File: src/rtl/conv_encoder_if.sv
// conv_encoder_if: start/ready request, symbol stream and code-word result of the convolutional encoder.
interface conv_encoder_if #(
    parameter int r      = 2,
    parameter int lenin  = 10,
    parameter int lenout = 5
);
    logic              start;
    logic [lenout-1:0] msg_in;
    logic              ready;
    logic [r-1:0]      sym_out;
    logic              sym_valid;
    logic [lenin-1:0]  codeout;
    logic              done;

    modport master (
        output start, msg_in,
        input  ready, sym_out, sym_valid, codeout, done
    );

    modport slave (
        input  start, msg_in,
        output ready, sym_out, sym_valid, codeout, done
    );
endinterface

File: src/rtl/conv_encoder.sv
// conv_encoder: truncated rate-1/r, constraint-length-K feed-forward convolutional encoder,
// one message bit per clock MSB first, parallel code word framed for the viterbi decoder.
module conv_encoder #(
    parameter int               r      = 2,
    parameter int               K      = 3,
    parameter int               lenin  = 10,
    parameter int               lenout = 5,
    parameter logic [r*K-1:0]   G      = 6'b111101
) (
    input  logic               clk,
    input  logic               rst,
    conv_encoder_if.slave      bus
);
    localparam int CW = $clog2(lenout + 1);

    if (lenin != r * lenout) begin : g_bad_framing
        $error("conv_encoder: lenin must equal r*lenout");
    end

    typedef enum logic [1:0] {IDLE, ENC, DONE} state_t;

    state_t            state_q;
    logic [lenout-1:0] msg_q;
    logic [K-2:0]      s_q;
    logic [CW-1:0]     cnt_q;
    logic [r-1:0]      sym_q;
    logic [r-1:0]      sym_d;
    logic [lenin-1:0]  code_q;
    logic              valid_q;
    logic              done_q;
    logic              ready_q;
    logic              u;
    logic [K-1:0]      w;

    assign u = msg_q[lenout-1];
    assign w = {u, s_q};

    // c0 lands in the MSB of the symbol so codeout reads c0..c(r-1) left to right
    for (genvar j = 0; j < r; j++) begin : g_sym
        assign sym_d[r-1-j] = ^(w & G[(r-j)*K-1 -: K]);
    end

    always_ff @(posedge clk) begin
        if (rst) begin
            state_q <= IDLE;
            ready_q <= 1'b1;
            sym_q   <= '0;
            valid_q <= 1'b0;
            done_q  <= 1'b0;
            code_q  <= '0;
            s_q     <= '0;
            cnt_q   <= '0;
            msg_q   <= '0;
        end else begin
            case (state_q)
                IDLE: begin
                    valid_q <= 1'b0;
                    done_q  <= 1'b0;
                    if (bus.start) begin
                        msg_q   <= bus.msg_in;
                        s_q     <= '0;
                        cnt_q   <= '0;
                        code_q  <= '0;
                        ready_q <= 1'b0;
                        state_q <= ENC;
                    end
                end
                ENC: begin
                    sym_q   <= sym_d;
                    valid_q <= 1'b1;
                    code_q  <= {code_q[lenin-r-1:0], sym_d};
                    s_q     <= (s_q >> 1) | ((K-1)'(u) << (K-2));
                    msg_q   <= msg_q << 1;
                    cnt_q   <= cnt_q + 1'b1;
                    state_q <= (cnt_q == CW'(lenout - 1)) ? DONE : ENC;
                end
                DONE: begin
                    valid_q <= 1'b0;
                    done_q  <= 1'b1;
                    ready_q <= 1'b1;
                    state_q <= IDLE;
                end
                default: begin
                    valid_q <= 1'b0;
                    done_q  <= 1'b0;
                    ready_q <= 1'b1;
                    state_q <= IDLE;
                end
            endcase
        end
    end

    assign bus.ready     = ready_q;
    assign bus.sym_out   = sym_q;
    assign bus.sym_valid = valid_q;
    assign bus.codeout   = code_q;
    assign bus.done      = done_q;
endmodule

File: src/flat_wrapper.sv
// flat-port wrapper written by rule: the top's interface ports become plain ports
module conv_encoder_flat 
#(
    parameter int               r      = 2,
    parameter int               K      = 3,
    parameter int               lenin  = 10,
    parameter int               lenout = 5,
    parameter logic [r*K-1:0]   G      = 6'b111101
)
  (clk, rst, bus_start, bus_msg_in, bus_ready, bus_sym_out, bus_sym_valid, bus_codeout, bus_done);
  conv_encoder_if #(.r(r), .lenin(lenin), .lenout(lenout)) bus_i ();
  input  logic clk;
  input  logic rst;
  input wire logic [$bits(bus_i.start)-1:0] bus_start;
  input wire logic [$bits(bus_i.msg_in)-1:0] bus_msg_in;
  output wire logic [$bits(bus_i.ready)-1:0] bus_ready;
  output wire logic [$bits(bus_i.sym_out)-1:0] bus_sym_out;
  output wire logic [$bits(bus_i.sym_valid)-1:0] bus_sym_valid;
  output wire logic [$bits(bus_i.codeout)-1:0] bus_codeout;
  output wire logic [$bits(bus_i.done)-1:0] bus_done;
  assign bus_i.start = bus_start;
  assign bus_i.msg_in = bus_msg_in;
  assign bus_ready = bus_i.ready;
  assign bus_sym_out = bus_i.sym_out;
  assign bus_sym_valid = bus_i.sym_valid;
  assign bus_codeout = bus_i.codeout;
  assign bus_done = bus_i.done;
  conv_encoder #(.r(r), .K(K), .lenin(lenin), .lenout(lenout), .G(G)) u_core (.clk(clk), .rst(rst), .bus(bus_i));
endmodule
File: config.mk
export PLATFORM = sky130hd
export DESIGN_NAME = conv_encoder_flat
export DESIGN_NICKNAME = d
export VERILOG_FILES = /design/src/rtl/conv_encoder_if.sv /design/src/rtl/conv_encoder.sv /design/src/flat_wrapper.sv
export SDC_FILE = /design/constraint.sdc
export NUM_CORES = 1
export LEC_CHECK = 0
export ABC_AREA = 1
export BUFFER_PORTS_ARGS = -buffer_cell sky130_fd_sc_hd__buf_2
export CELL_PAD_IN_SITES_DETAIL_PLACEMENT = 1
export CELL_PAD_IN_SITES_GLOBAL_PLACEMENT = 2
export CORE_AREA = 2 2 73 54
export DETAILED_ROUTE_END_ITERATION = 10
export DIE_AREA = 0 0 75 56
export MAX_ROUTING_LAYER = met4
export PLACE_DENSITY = 0.87
export SLEW_MARGIN = 20
export SYNTH_ARGS = -nofsm -noshare
export SYNTH_HDL_FRONTEND = slang
export SYNTH_SLANG_ARGS = --single-unit
File: constraint.sdc
create_clock -name clk -period 2.4 [get_ports clk]
set_clock_uncertainty 0.05 [all_clocks]
set_input_delay 0 -clock clk [delete_from_list [all_inputs] [get_ports clk]]
set_output_delay 0 -clock clk [all_outputs]
set_load 0.03 [all_outputs]
==> results summary, run 1 <==
The run finished with clean final reports. The headroom to the max-slew limit came out at 0.640. 23 I/O pins were placed.

The number of resized instances in the post-cts repair step is 0. For this block, the routed nets add up to about 2600 um of wire. The post-route clock period utilization is 0.626. The met2 wirelength from detailed routing came out at about 1200 um. The number of antenna cells inserted came out at 0. The share of the synthesized netlist area taken by xor and xnor gates is 0.00812. Yosys mapped a number of flops with a built-in enable equal to 0. The critical path is of the reg -> reg type. At the end of routability-driven placement, the weighted congestion stood at 0.753.

The total global routing track utilization is 0.141. The endpoint identified for the worst register-to-register timing path is u_core.msg_q[1]$_SDFFE_PP0P_. The wire length per cell is between 10 and 15 um. The number of H-tree branching levels came out at 1.

The layout net count came out at 170. The number of post-CTS setup repair buffers is 0. Counting every net in the synthesized netlist gives around 140. In the routed design, unresolved DRC markers number 0. The routed length on met1 is roughly 1300 um.

For flop-to-flop paths, the worst setup slack is about 0.9 ns. The clock tree from TritonCTS is built. The post-route cell area came out at approximately 1300 sq um. The synthesis-to-layout area growth came out at 21.7%.

The tightest min-delay check is of the in -> reg type. The largest net degree at the start of global routing is 20. The synthesized design spends more area on one cell type than any other, namely dfxtp_1. The worst setup path is launched from a flip-flop. The first global-routing pass estimated about 4500 um of wire. In this run the core area contains 18 standard-cell rows.

The maximum single-stage delay on the critical path is ~0.42 ns. The share of synthesized area in the top cell type comes to 0.501. The final period demand of the worst path is approximately 1.5 ns. The power per standard cell area is between 600 and 700 nW/um^2. The fraction of layout cells with a size suffix above 1 came out at 0.220. The detail route stage leaves a number of antenna-violating nets equal to 0. The required time at the worst-slack endpoint is 2.52 ns.

The aggregate negative setup slack is 0 ns. Setup repair after global routing left no endpoint under its margin. The standby leakage power is 0.576 nW. The first-iteration detailed-routing DRC count is 36. The worst setup path is captured at a flip-flop.

For hold timing, the worst endpoint is u_core.bus.codeout[0]$_SDFFE_PP0P_. The filler cell count in the final layout is about 430. The hold violation total from the final report is 0. The slowest library cell on the worst path is dfxtp_1. The worst-case vdd ir drop came out at about 0.37 mV. The placement-stage worst setup slack is 0.881 ns.

The proportion of synthesized chip area in sequential cells came out at 0.501. Tracing the worst setup path back leads to its startpoint at u_core.state_q[0]$_SDFFE_PP0P_. In this run the deepest clock path goes through 2 buffers. The pin slew with the least headroom to its limit is around 0.54 ns.

Yosys printed 0 warnings. For this block, the via count after detailed routing is 949. The number of max-slew violations in the final report came out at 0. The number of violations of the max-capacitance limit came out at 0. The synthesized-area fraction occupied by ao, oa, aoi and oai cells is 0.151.

The largest family of logic cells by synthesized area is simple AND/OR/NAND/NOR gates. Among all cell types in the netlist, the one instantiated most often is nand2_1. The maximum clock frequency is 666 MHz. The number of buffers inserted during clock tree synthesis came out at 3.

The width of the chip came out at 75 um. Traced cell by cell, the critical path runs through inv_2 -> nor2_4 -> inv_1 -> nand2_1 -> nand2_1 -> nor2_1 -> nor2_1. The initial antenna violation count came to 0. The count of unique library cells instantiated by Yosys came out at 22.

The instance area at placement is 1220 sq um. The share of synthesized cell area in full adder, half adder and majority cells is 0.0232. The synthesized area per cell is just over 8 sq um. The core region is roughly 3400 sq um. The worst hold path begins at rst.

The worst register-to-register path begins at u_core.state_q[0]$_SDFFE_PP0P_. The die height is roughly 56 um. By area the synthesized netlist is led by dfxtp_1 (50%), nand2_1 (11%), o21ai_0 (5.6%), nor2_1 (5.6%), a21oi_1 (3.7%). The cell family contributing the most delay on the critical path is simple AND/OR/NAND/NOR gates.

The critical-path maximum fanout is 14. The detailed-routed wire length on met3 came out at about 110 um. The worst hold path passes through 2 cells.

The share of cell area taken by muxes after synthesis came out at 0. The fraction of registers with async set/reset came out at 0. The count of input and output buffers came out at 22. The path depth of the worst reg2reg path is 7.

The first detailed-routing pass took 4 iterations. The clock sink count came out at 27. After global routing the overflow that remains totals 0. The later-pin clock latency in the skew report came out at 0.27 ns. The synthesis-stage register bit count came out at 27. The cell count after synthesis came out at 132.

The arrival time at the worst endpoint came out at around 1.6 ns. The top layer used by detailed routing is met4. Once detailed placement completed, the half-perimeter wirelength came to 1930 um. The tree is rooted in a clkbuf_8. The basic-gate share of the synthesized area counting and, or, nand and nor cells is 0.242. The total setup violations reported at the end of the flow is 0. Overall power consumption after layout is estimated at 0.843 mW. In this run the cell area of the synthesized design comes to approximately 1100 sq um. By count the netlist is led by nand2_1 (31), dfxtp_1 (27), nor2_1 (16), o21ai_0 (12), inv_1 (9). The number of hold buffers added after CTS came out at 5. The final critical-path setup slack is roughly 0.90 ns.

The initial utilization of the core area, before any placement, comes to 0.313. The dominant synthesized flop cell is dfxtp_1. The area of the die is between 4000 and 5000 sq um.

The via count of the first global-routing pass is a little under 1000. Counting both buffers and inverters, the worst setup path holds a total of 2. The vias per cell came out at roughly 4.5. The clock-pin transition on the worst setup and hold timing paths is around 0.1 ns.
worst max-delay path by stage:
stage,end,slack (ns),cells past startpoint
CTS,u_core.msg_q[1]$_SDFFE_PP0P_,0.88,7
detailed placement,u_core.msg_q[2]$_SDFFE_PP0P_,0.88,7
global placement,u_core.msg_q[1]$_SDFFE_PP0P_,0.95,7
global route,u_core.msg_q[1]$_SDFFE_PP0P_,0.66,7
floorplan,u_core.msg_q[1]$_SDFFE_PP0P_,1.31,7
finish,u_core.msg_q[1]$_SDFFE_PP0P_,0.90,7
through the flow:
stage	hold slack, ns	util	std cells
3_3_place_gp	0.225	0.353	200
3_5_place_dp	0.241	0.353	200
6_report	0.00516	0.381	209
2_1_floorplan	0.0191	-	132
5_1_grt	0.0435	0.381	209
4_1_cts	0.00622	0.381	209
power breakdown:
group          switching [mW]  internal, mW  total (mW)
combinational          0.0684        0.0350       0.103
sequential             0.0126         0.466       0.478
clock                   0.145         0.116       0.261
total                   0.226         0.617       0.843
layer usage:
metal	global-route usage	vias to the layer above
li1	-	482
met1	0.190	445
met2	0.211	20
met3	0.0435	2
met4	0.0255	0
met5	-	-
final cells by class:
cell class	count	area, sq um	area share
Clock inverter	1	5.00	0.00381
Multi-Input combinational cell	89	458	0.349
Sequential cell	27	541	0.412
Tap cell	50	62.6	0.0477
Clock buffer	3	41.3	0.0315
Inverter	12	45.0	0.0343
Timing Repair Buffer	27	160	0.122
cell families after synthesis:
group                    Yosys count
adder cells (fa/ha/maj)            2
XOR/XNOR                           1
AND/OR/NAND/NOR                   59
buffers and inverters             16
flip-flops                        27
AO/OA/AOI/OAI                     27
cell usage in the layout (no fill, tap or decap):
master and n:
inv_1 9, nand2_1 31, clkinv_2 1, nand2_2 1, nor2_1 16, nand3_2 1
inv_2 3, dlygate4sd3_1 5, clkbuf_8 3, nor3_1 1, dfxtp_1 27, a21oi_1 8
nor2_4 1, nand3_1 7, buf_2 22, o21ai_0 12, o21ai_4 1, a22oi_1 5
ha_1 2, a21oi_2 1, nand3_4 1, xor2_1 1
registers in the layout (all words and copies together), names as in the netlist:
register and count:
u_core.bus.codeout 10, u_core.bus.done 1, u_core.bus.ready 1, u_core.bus.sym_out 2, u_core.bus.sym_valid 1, u_core.cnt_q 3, u_core.msg_q 5, u_core.s_q 2
u_core.state_q 2
Power figures use the tool's default switching activity.
==> run 2: changes to the inputs <==
ABC_AREA = 0   (was 1)
CORE_AREA = 2 2 72 54   (was 2 2 73 54)
DIE_AREA = 0 0 74 56   (was 0 0 75 56)
PLACE_DENSITY = 0.82   (was 0.87)
clock period = 1.4 ns   (was 2.4 ns; I/O delays follow)
==> run 2 against run 1 <==
  * Hold slack improved by 0.0081 ns
  * Via count fell by 14%
  * Largest power group unchanged
  * Synthesized cell count is 25% lower
  * Clock power up 70%
  * Non-clock buffer count is the same
  * Cell count down 16%
  * Synthesized area is 1.7% lower
  * Register-to-register slack worse by 0.75 ns
  * Critical path depth fell by 3
  * Sequential power up 71%
  * Power is 70% higher
  * Global-route usage fell by 2.2 points
==> results summary, run 2 <==
The run finished with clean final reports. The internal power consumption came to 1.07 mW (+74%). The later-pin clock latency in the skew report came out at 0.27 ns (about the same). The wire length per cell came out at 12.9 um (+1.9%). The number of post-CTS setup repair buffers is 0 (unchanged). The standby leakage power came out at 0.555 nW (-3.6%).

The fraction of met3 tracks used by global routing is 0.0435 (unchanged). The number of warnings printed during yosys synthesis came out at 0 (unchanged). The via count of the first global-routing pass is 831 (-14%).

The worst register-to-register path begins at u_core.state_q[0]$_SDFFE_PP0P_. The endpoint of the most critical setup path is u_core.msg_q[2]$_SDFFE_PP0P_. The switching share of total power is 0.252 (-0.0154).

The number of nets in the synthesized netlist is 109 (-23%). The global-route met1 utilization is 0.154 (-0.0365). The power per standard cell area is 1120 nW/um^2 (+74%). The total grt overflow was 0 (unchanged).

The synthesized area per cell is 10.7 sq um (+31%). The aggregate negative setup slack is 0 ns (unchanged). The pin slew with the least headroom to its limit came to 0.360 ns (-0.178 ns).

The global-route wire length before repair is 3730 um (-16%). The placeable core region is 3400 sq um (-1.3%). The top cell types in the final layout, fill and taps aside, are dfxtp_1 (27), buf_2 (22), nor2_1 (13), a22o_1 (7). The net switching power came out at 0.362 mW (+60%). The final period demand of the worst path came to 1.25 ns (-0.248 ns). The maximum single-stage delay on the critical path is 0.33 ns (-0.09 ns). The final RePlAce weighted congestion is 0.752 (about the same). The flip-flop count of the largest register, all copies and words added came out at 10 (unchanged). The initial cell density of the core is 0.312 (-0.00137).

The number of vias in the routed layout is 814 (-14%). The arrival time at the worst endpoint is 1.39 ns (-0.23 ns). The post-route antenna net violation count came out at 0 (unchanged). The number of H-tree branching levels is 1 (unchanged). The number of placed cells counting well taps is 169 (-16%). The first element of the critical path is u_core.state_q[0]$_SDFFE_PP0P_. The synthesis-to-layout area growth came out at 20.9%. The worst setup path is launched from a flip-flop.

The first-pass iteration count of the detailed router came out at 3 (-1). The met2 usage is 0.182 (-0.0281). The proportion of synthesized chip area in sequential cells is 0.510 (+0.00888). The number of cells on the critical path is 4 (-3). The vias per cell is 4.65 (+2.4%). On the critical path, the stage with the largest delay is an instance of dfxtp_1.

The total global routing track utilization came out at 0.119 (-0.0225). The synthesis-stage register bit count came out at 27 (unchanged). Summed over all instances, the cell type with the most area after synthesis is dfxtp_1. The number of buffers inserted during clock tree synthesis is 3 (unchanged). The cell at the root of the clock tree is clkbuf_8. The most used flip-flop cell after synthesis is dfxtp_1.

The post-synthesis cell area is 1060 sq um (-1.7%). The leading cell type in the layout, fill and taps excluded is dfxtp_1. The critical-path maximum fanout came out at 14 (unchanged). The maximum number of buffers from clock root to sink came out at 2 (unchanged). The signal on the critical path passes through buf_4 -> o21ba_4 -> nor2_1 -> a211oi_1. The total number of placement rows came out at 18 (unchanged). The worst hold path belongs to the class in -> reg.

The detailed-route wire length is 2260 um (-15%). The hold violation total from the final report came out at 0 (unchanged). The maximum clock frequency came out at 797 MHz (+20%). The part of the power in combinational logic was 0.121 (-0.002). The count of unique library cells instantiated by Yosys was 34 (+55%).

The initial antenna violation count came out at 0 (unchanged). The clock tree from TritonCTS is built. The largest net degree at the start of global routing came to 15 (-25%). The required time at the worst-slack endpoint came to 1.53 ns (-0.99 ns).

Setup repair after global routing left no endpoint under its margin. The post-route clock period utilization is 0.896 (+0.270). Among all cell types in the netlist, the one instantiated most often is dfxtp_1.

The number of antenna cells inserted was 0 (unchanged). Grouping stages by cell kind, the critical path spends the most delay in compound AO/OA/AOI/OAI gates. The register-to-register setup slack came out at 0.15 ns (-0.75 ns).

Sorting the synthesized cells by how often they occur yields dfxtp_1 (27), nor2_1 (13), a22o_1 (7), mux2i_1 (5), nand2_1 (5). The count of input and output buffers is 22 (unchanged). The number of violations of the max-capacitance limit is 0 (unchanged).

The fraction of post-synthesis cell area in the top cell type by area came out at 0.510 (+0.00888). The worst setup path is of the reg -> reg kind. The width of the chip was 74 um (-1.3%).

The overall power after layout is 1.43 mW (+70%). Sorting the synthesized cells by area gives the leading types as dfxtp_1 (51%), a22o_1 (5.8%), mux2i_1 (4.7%), nor2_1 (4.6%), a211oi_1 (2.8%). The cell count after synthesis came out at 99 (-25%). The part of the power in registers is 0.569 (+0.002). The clock-pin transition on the worst setup and hold timing paths came out at 0.09 ns (about the same). The headroom to the max-slew limit is 0.760 (+0.120). The proportion of power drawn by the clock network came out at 0.310 (about the same). The combined buffer and inverter count along the critical path is 1 (-1). The layout net count is 136 (-20%). The area of the die came to 4140 sq um (-1.3%). The worst-case vdd ir drop came to 0.528 mV (+42%). The fraction of registers with async set/reset came out at 0 (unchanged). The count of flip-flops with a built-in enable after synthesis was 0 (unchanged).

The number of max-slew violations in the final report came to 0 (unchanged). The worst register-to-register path ends at u_core.msg_q[2]$_SDFFE_PP0P_. The clock sink count is 27 (unchanged). The number of I/O pins came out at 23 (unchanged). The filler cell count in the final layout came out at 411 (-4.9%).

The filler-free cell count of the finished design came out at 175 (-16%). The post-detailed-placement half-perimeter wirelength is 1700 um (-12%). The first-iteration detailed-routing DRC count is 21 (-42%). The capturing element type of the critical path is a flip-flop. The number of remaining DRC errors is 0 (unchanged). The die height is 56 um (unchanged). The layer flagged by global routing as most heavily used is met2. The total setup violations reported at the end of the flow was 0 (unchanged). The path depth of the worst reg2reg path came to 4 (-3). The fraction of layout cells with a size suffix above 1 was 0.272 (+0.0519).
run 2: changes by cell type after synthesis, moves of 5 or more:
cell	change
nand2_1	-26
inv_1	-7
a22o_1	+7
mux2i_1	+5
nand3_1	-6
o21ai_0	-12
run 2: cell families after synthesis:
logic type / Yosys count / share of synthesized area
AO/OA/AOI/OAI: 27 / 0.204
XOR/XNOR: 2 / 0.0165
adder cells (fa/ha/maj): 2 / 0.0236
buffers and inverters: 8 / 0.0519
flip-flops: 27 / 0.510
multiplexers: 5 / 0.0472
AND/OR/NAND/NOR: 28 / 0.146
run 2: area by class of cell:
cell class / count / area (sq um) / share of cell area
clock buffers: 4 / 45.0 / 0.0352
inverters: 3 / 16.3 / 0.0127
multi-input cells: 64 / 464 / 0.362
flip-flops and latches: 27 / 541 / 0.422
well taps: 50 / 62.6 / 0.0488
repair buffers: 27 / 153 / 0.119
run 2: per-layer routing:
metal,vias up,part of all wire
li1,409,-
met1,384,0.50
met2,18,0.44
met3,3,0.053
met4,0,0.0080
met5,-,0
run 2: worst min-delay path by stage:
| stage | slack (ns) | endpoint | from | depth (start not counted) |
|---|---|---|---|---|
| after CTS | 0.008 | u_core.msg_q[3]$_SDFFE_PP0P_ | bus_msg_in[3] | 3 |
| after global placement | 0.25 | u_core.msg_q[0]$_SDFFE_PP0P_ | rst | 2 |
| final | 0.01 | u_core.msg_q[3]$_SDFFE_PP0P_ | bus_msg_in[3] | 3 |
| after floorplan | 0.13 | u_core.bus.ready$_SDFFE_PP1P_ | bus_start | 2 |
| after global routing | 0.03 | u_core.msg_q[3]$_SDFFE_PP0P_ | bus_msg_in[3] | 3 |
| after detailed placement | 0.27 | u_core.bus.sym_out[0]$_SDFFE_PP0N_ | rst | 2 |
run 2: worst register-to-register path: stages (launching register included):
cell and delay (ns):
dfxtp_1 0.33, buf_4 0.21, o21ba_4 0.26, nor2_1 0.07, a211oi_1 0.24
run 2: per-stage QoR:
step	utilization	area, sq um	hold slack [ns]	worst slack (ns)
floorplan	-	1060	0.131	0.279
global placement	0.358	1220	0.252	0.218
detailed placement	0.358	1220	0.272	0.147
CTS	0.377	1280	0.00802	0.126
global route	0.377	1280	0.0294	0.0212
finish	0.377	1280	0.0132	0.146
run 2: repair_timing:
item	in CTS	in global routing
gates resized for setup	0	0
hold endpoints to repair	6	0
hold buffers	2	0
run 2: power by group through the flow:
stage	logic (mW)	registers [mW]	clock network [mW]
4_1_cts	0.177	0.815	0.464
3_3_place_gp	0.165	0.832	0
3_5_place_dp	0.172	0.833	0
2_1_floorplan	0.108	0.851	0
6_report	0.174	0.815	0.443
5_1_grt	0.192	0.819	0.491
==> run 3: changes to the inputs <==
ABC_AREA = 1   (was 0)
CORE_AREA = 2 2 75 56   (was 2 2 72 54)
DIE_AREA = 0 0 77 58   (was 0 0 74 56)
PLACE_DENSITY = 0.83   (was 0.82)
==> run 3 against run 2 <==
  * Clock power grew 3%
  * Cell count rose by 22%
  * First-iteration DRC count grew 140%
  * Sequential share of layout area fell by 2.2 points
  * Register-to-register slack about the same
  * Critical path depth is 1 higher
  * Fmax is essentially flat
  * Final area rose by 5.6%
  * Combinational power up 13%
  * Setup slack lost 0.00083 ns
  * Sequential power rose by 0.6%
  * Global-route usage increased by 1.9 points
  * Critical endpoint is now u_core.msg_q[4]$_SDFFE_PP0P_
==> results summary, run 3 (synthesis results as in run 1) <==
The number of buffers inserted during clock tree synthesis is 3 (unchanged). The maximum single-stage delay on the critical path came out at 0.47 ns (+0.14 ns). The fraction of layout cells with a size suffix above 1 was 0.235 (-0.0374). The layout net count came out at 173 (+27%).

The multi-input combinational cell area came to 458 sq um (-1.3%). The final period demand of the worst path came out at 1.25 ns (+0.000829 ns). The post-route cell area is 1350 sq um (+5.6%).

The wire length per cell came out at 12.8 um (-0.49%). The part of the power in registers is 0.557 (-0.012). The part of the power in combinational logic came out at 0.133 (+0.012). The width of the chip came out at 77 um (+4.1%).

The number of I/O pins came out at 23 (unchanged). The worst setup path is launched from a flip-flop. The number of H-tree branching levels was 1 (unchanged). The power per standard cell area came out at 1090 nW/um^2 (-2.5%).

The maximum number of buffers from clock root to sink is 2 (unchanged). The number of remaining DRC errors came out at 0 (unchanged). The initial antenna violation count came to 0 (unchanged). The net switching power came to 0.401 mW (+11%).

The headroom to the max-slew limit came to 0.756 (-0.00376). The later-pin clock latency in the skew report came out at 0.28 ns (about the same). The overall power after layout is 1.47 mW (+2.9%).

The vias per cell is 4.50 (-3.4%). The area growth from synthesis to layout is 25.4%. In this run the most critical hold path is launched from bus_msg_in[1].

The maximum clock frequency came out at 797 MHz (about the same). The flip-flop count of the largest register, all copies and words added is 10 (unchanged). The proportion of power drawn by the clock network is 0.310 (about the same). The arrival time at the worst endpoint came out at 1.37 ns (-0.02 ns).

The hold violation total from the final report came out at 0 (unchanged). The tree is rooted in a clkbuf_8. The final RePlAce weighted congestion came out at 0.811 (+7.8%). The number of cells on the worst hold path was 5 (+2). The register-to-register setup slack came out at 0.15 ns (about the same). Broken down by cell family, the worst path's largest delay share belongs to flip-flops.

The via count of the first global-routing pass came out at 959 (+15%). The worst setup path is captured at a flip-flop. In this run the critical register-to-register path is captured at u_core.msg_q[4]$_SDFFE_PP0P_.

The placeable core region came to 3760 sq um (+10%). The total setup violations reported at the end of the flow came out at 0 (unchanged). The first-iteration detailed-routing DRC count is 50 (+140%).

The number of antenna cells inserted came out at 0 (unchanged). The instance area at placement was 1250 sq um (+3.1%). The post-detailed-placement half-perimeter wirelength is 2030 um (+19%).

The combined buffer and inverter count along the critical path came to 2 (+1). The number of vias in the routed layout is 962 (+18%). The count of input and output buffers is 22 (unchanged).

The global-route wire length before repair came out at 4670 um (+25%). The library cell used most frequently in the layout, excluding fill and tap cells, is nand2_1. Traced cell by cell, the critical path runs through inv_2 -> o21ai_4 -> inv_2 -> o21ai_0 -> nor2_1. The total number of placement rows is 19 (+1).

The sequential standard cell area is 541 sq um (unchanged). The library cells used most frequently in the layout, excluding fill and tap cells, are nand2_1 (31), dfxtp_1 (27), buf_2 (22), nor2_1 (16), o21ai_0 (12). The placement-stage worst setup slack came to 0.187 ns (+0.0406 ns). The path depth of the worst reg2reg path came to 5 (+1). The total grt overflow was 0 (unchanged).

The final critical-path setup slack came out at 0.145 ns (-0.000829 ns). The number of post-CTS setup repair buffers came out at 0 (unchanged). TritonCTS built the clock tree. The standby leakage power came out at 0.594 nW (+6.9%). The worst hold path terminates at u_core.msg_q[1]$_SDFFE_PP0P_. The total global routing track utilization came out at 0.138 (+0.0188). The start-to-end type of the worst setup path is reg -> reg. The aggregate negative setup slack is 0 ns (unchanged).

The detailed-route wire length came out at 2750 um (+22%). The post-route clock period utilization is 0.896 (about the same). The largest net degree at the start of global routing was 17 (+2).

The worst hold-check path type is in -> reg. The slowest library cell on the worst path is dfxtp_1. Setup repair after global routing left no endpoint under its margin.

The switching share of total power was 0.272 (+0.0197). The initial cell density of the core is 0.287 (-0.0245). The clock-pin transition on the worst setup and hold timing paths came out at 0.10 ns (about the same). The number of max-slew violations in the final report is 0 (unchanged). The worst-case vdd ir drop came out at 0.432 mV (-18%).

The die height is 58 um (+3.6%). The number of resized instances in the post-cts repair step was 0 (unchanged). The filler cell count in the final layout came out at 474 (+15%). The first-pass iteration count of the detailed router is 2 (-1). The number of violations of the max-capacitance limit came out at 0 (unchanged).

The source of the worst register-to-register timing path is u_core.state_q[1]$_SDFFE_PP0P_. The clock sink count is 27 (unchanged). The area of the die is 4470 sq um (+7.8%). The post-route antenna net violation count came out at 0 (unchanged). The critical-path maximum fanout is 7 (-7). The run finished with clean final reports. The internal power consumption came to 1.07 mW (+0.18%).

Among the stages of the critical path, the cell type that occurs most often is inv_2. The required time at the worst-slack endpoint is 1.52 ns (about the same). The pin slew with the least headroom to its limit came out at 0.366 ns (+0.00547 ns).
[run 3: cell count changes in the layout (fill, tap and decap cells not counted), moves of 4 or more]
cell	delta
nand3_1	+6
o21ai_0	+12
a22o_1	-7
a21oi_1	+4
a211oi_1	-4
nand2_1	+26
inv_1	+7
mux2i_1	-5
[run 3: final cells by class]
type | instances | area share
clock buffer | 3 | 0.0305
timing repair buffer | 30 | 0.144
clock inverter | 1 | 0.00555
tap | 52 | 0.0481
multi-input combinational | 89 | 0.339
inverter | 12 | 0.0333
sequential | 27 | 0.400
[run 3: through the flow]
stage                     hold slack, ns  cells   util
after global placement             0.226    205  0.334
final                            0.00588    214  0.360
after detailed placement           0.245    205  0.334
after floorplan                   0.0191    132      -
after CTS                        0.00402    214  0.360
after global routing              0.0369    214  0.360
[run 3: worst max-delay path by stage]
| stage | slack [ns] | cells after the start | end | from |
|---|---|---|---|---|
| 2_1_floorplan | 0.31 | 7 | u_core.msg_q[1]$_SDFFE_PP0P_ | u_core.state_q[0]$_SDFFE_PP0P_ |
| 3_3_place_gp | 0.26 | 5 | u_core.msg_q[3]$_SDFFE_PP0P_ | u_core.state_q[1]$_SDFFE_PP0P_ |
| 3_5_place_dp | 0.19 | 5 | u_core.msg_q[4]$_SDFFE_PP0P_ | u_core.state_q[1]$_SDFFE_PP0P_ |
| 4_1_cts | 0.15 | 5 | u_core.msg_q[4]$_SDFFE_PP0P_ | u_core.state_q[1]$_SDFFE_PP0P_ |
| 5_1_grt | 0.04 | 5 | u_core.msg_q[1]$_SDFFE_PP0P_ | u_core.state_q[1]$_SDFFE_PP0P_ |
| 6_report | 0.15 | 5 | u_core.msg_q[4]$_SDFFE_PP0P_ | u_core.state_q[1]$_SDFFE_PP0P_ |
[run 3: worst reg2reg max path: stages, from the launching register on]
cell	delay, ns
dfxtp_1	0.47
inv_2	0.09
o21ai_4	0.13
inv_2	0.14
o21ai_0	0.20
nor2_1	0.06
[run 3: repair_timing]
item,in CTS,in global routing
endpoints found under the setup margin,0,0
endpoints found under the hold margin,5,0
hold buffers,5,0
[run 3: layer usage]
metal | GRT usage | up-vias | part of all wire
met5 | - | - | 0
met4 | 0.0230 | 0 | 0.0033
met3 | 0.0343 | 2 | 0.034
met2 | 0.227 | 14 | 0.46
met1 | 0.177 | 459 | 0.51
li1 | - | 487 | -
[run 3: power by group through the flow]
| stage | logic (mW) | clock network, mW | registers [mW] |
|---|---|---|---|
| finish | 0.196 | 0.457 | 0.820 |
| global route | 0.219 | 0.509 | 0.826 |
| CTS | 0.197 | 0.474 | 0.821 |
| detailed placement | 0.185 | 0 | 0.839 |
| global placement | 0.181 | 0 | 0.837 |
| floorplan | 0.107 | 0 | 0.856 |
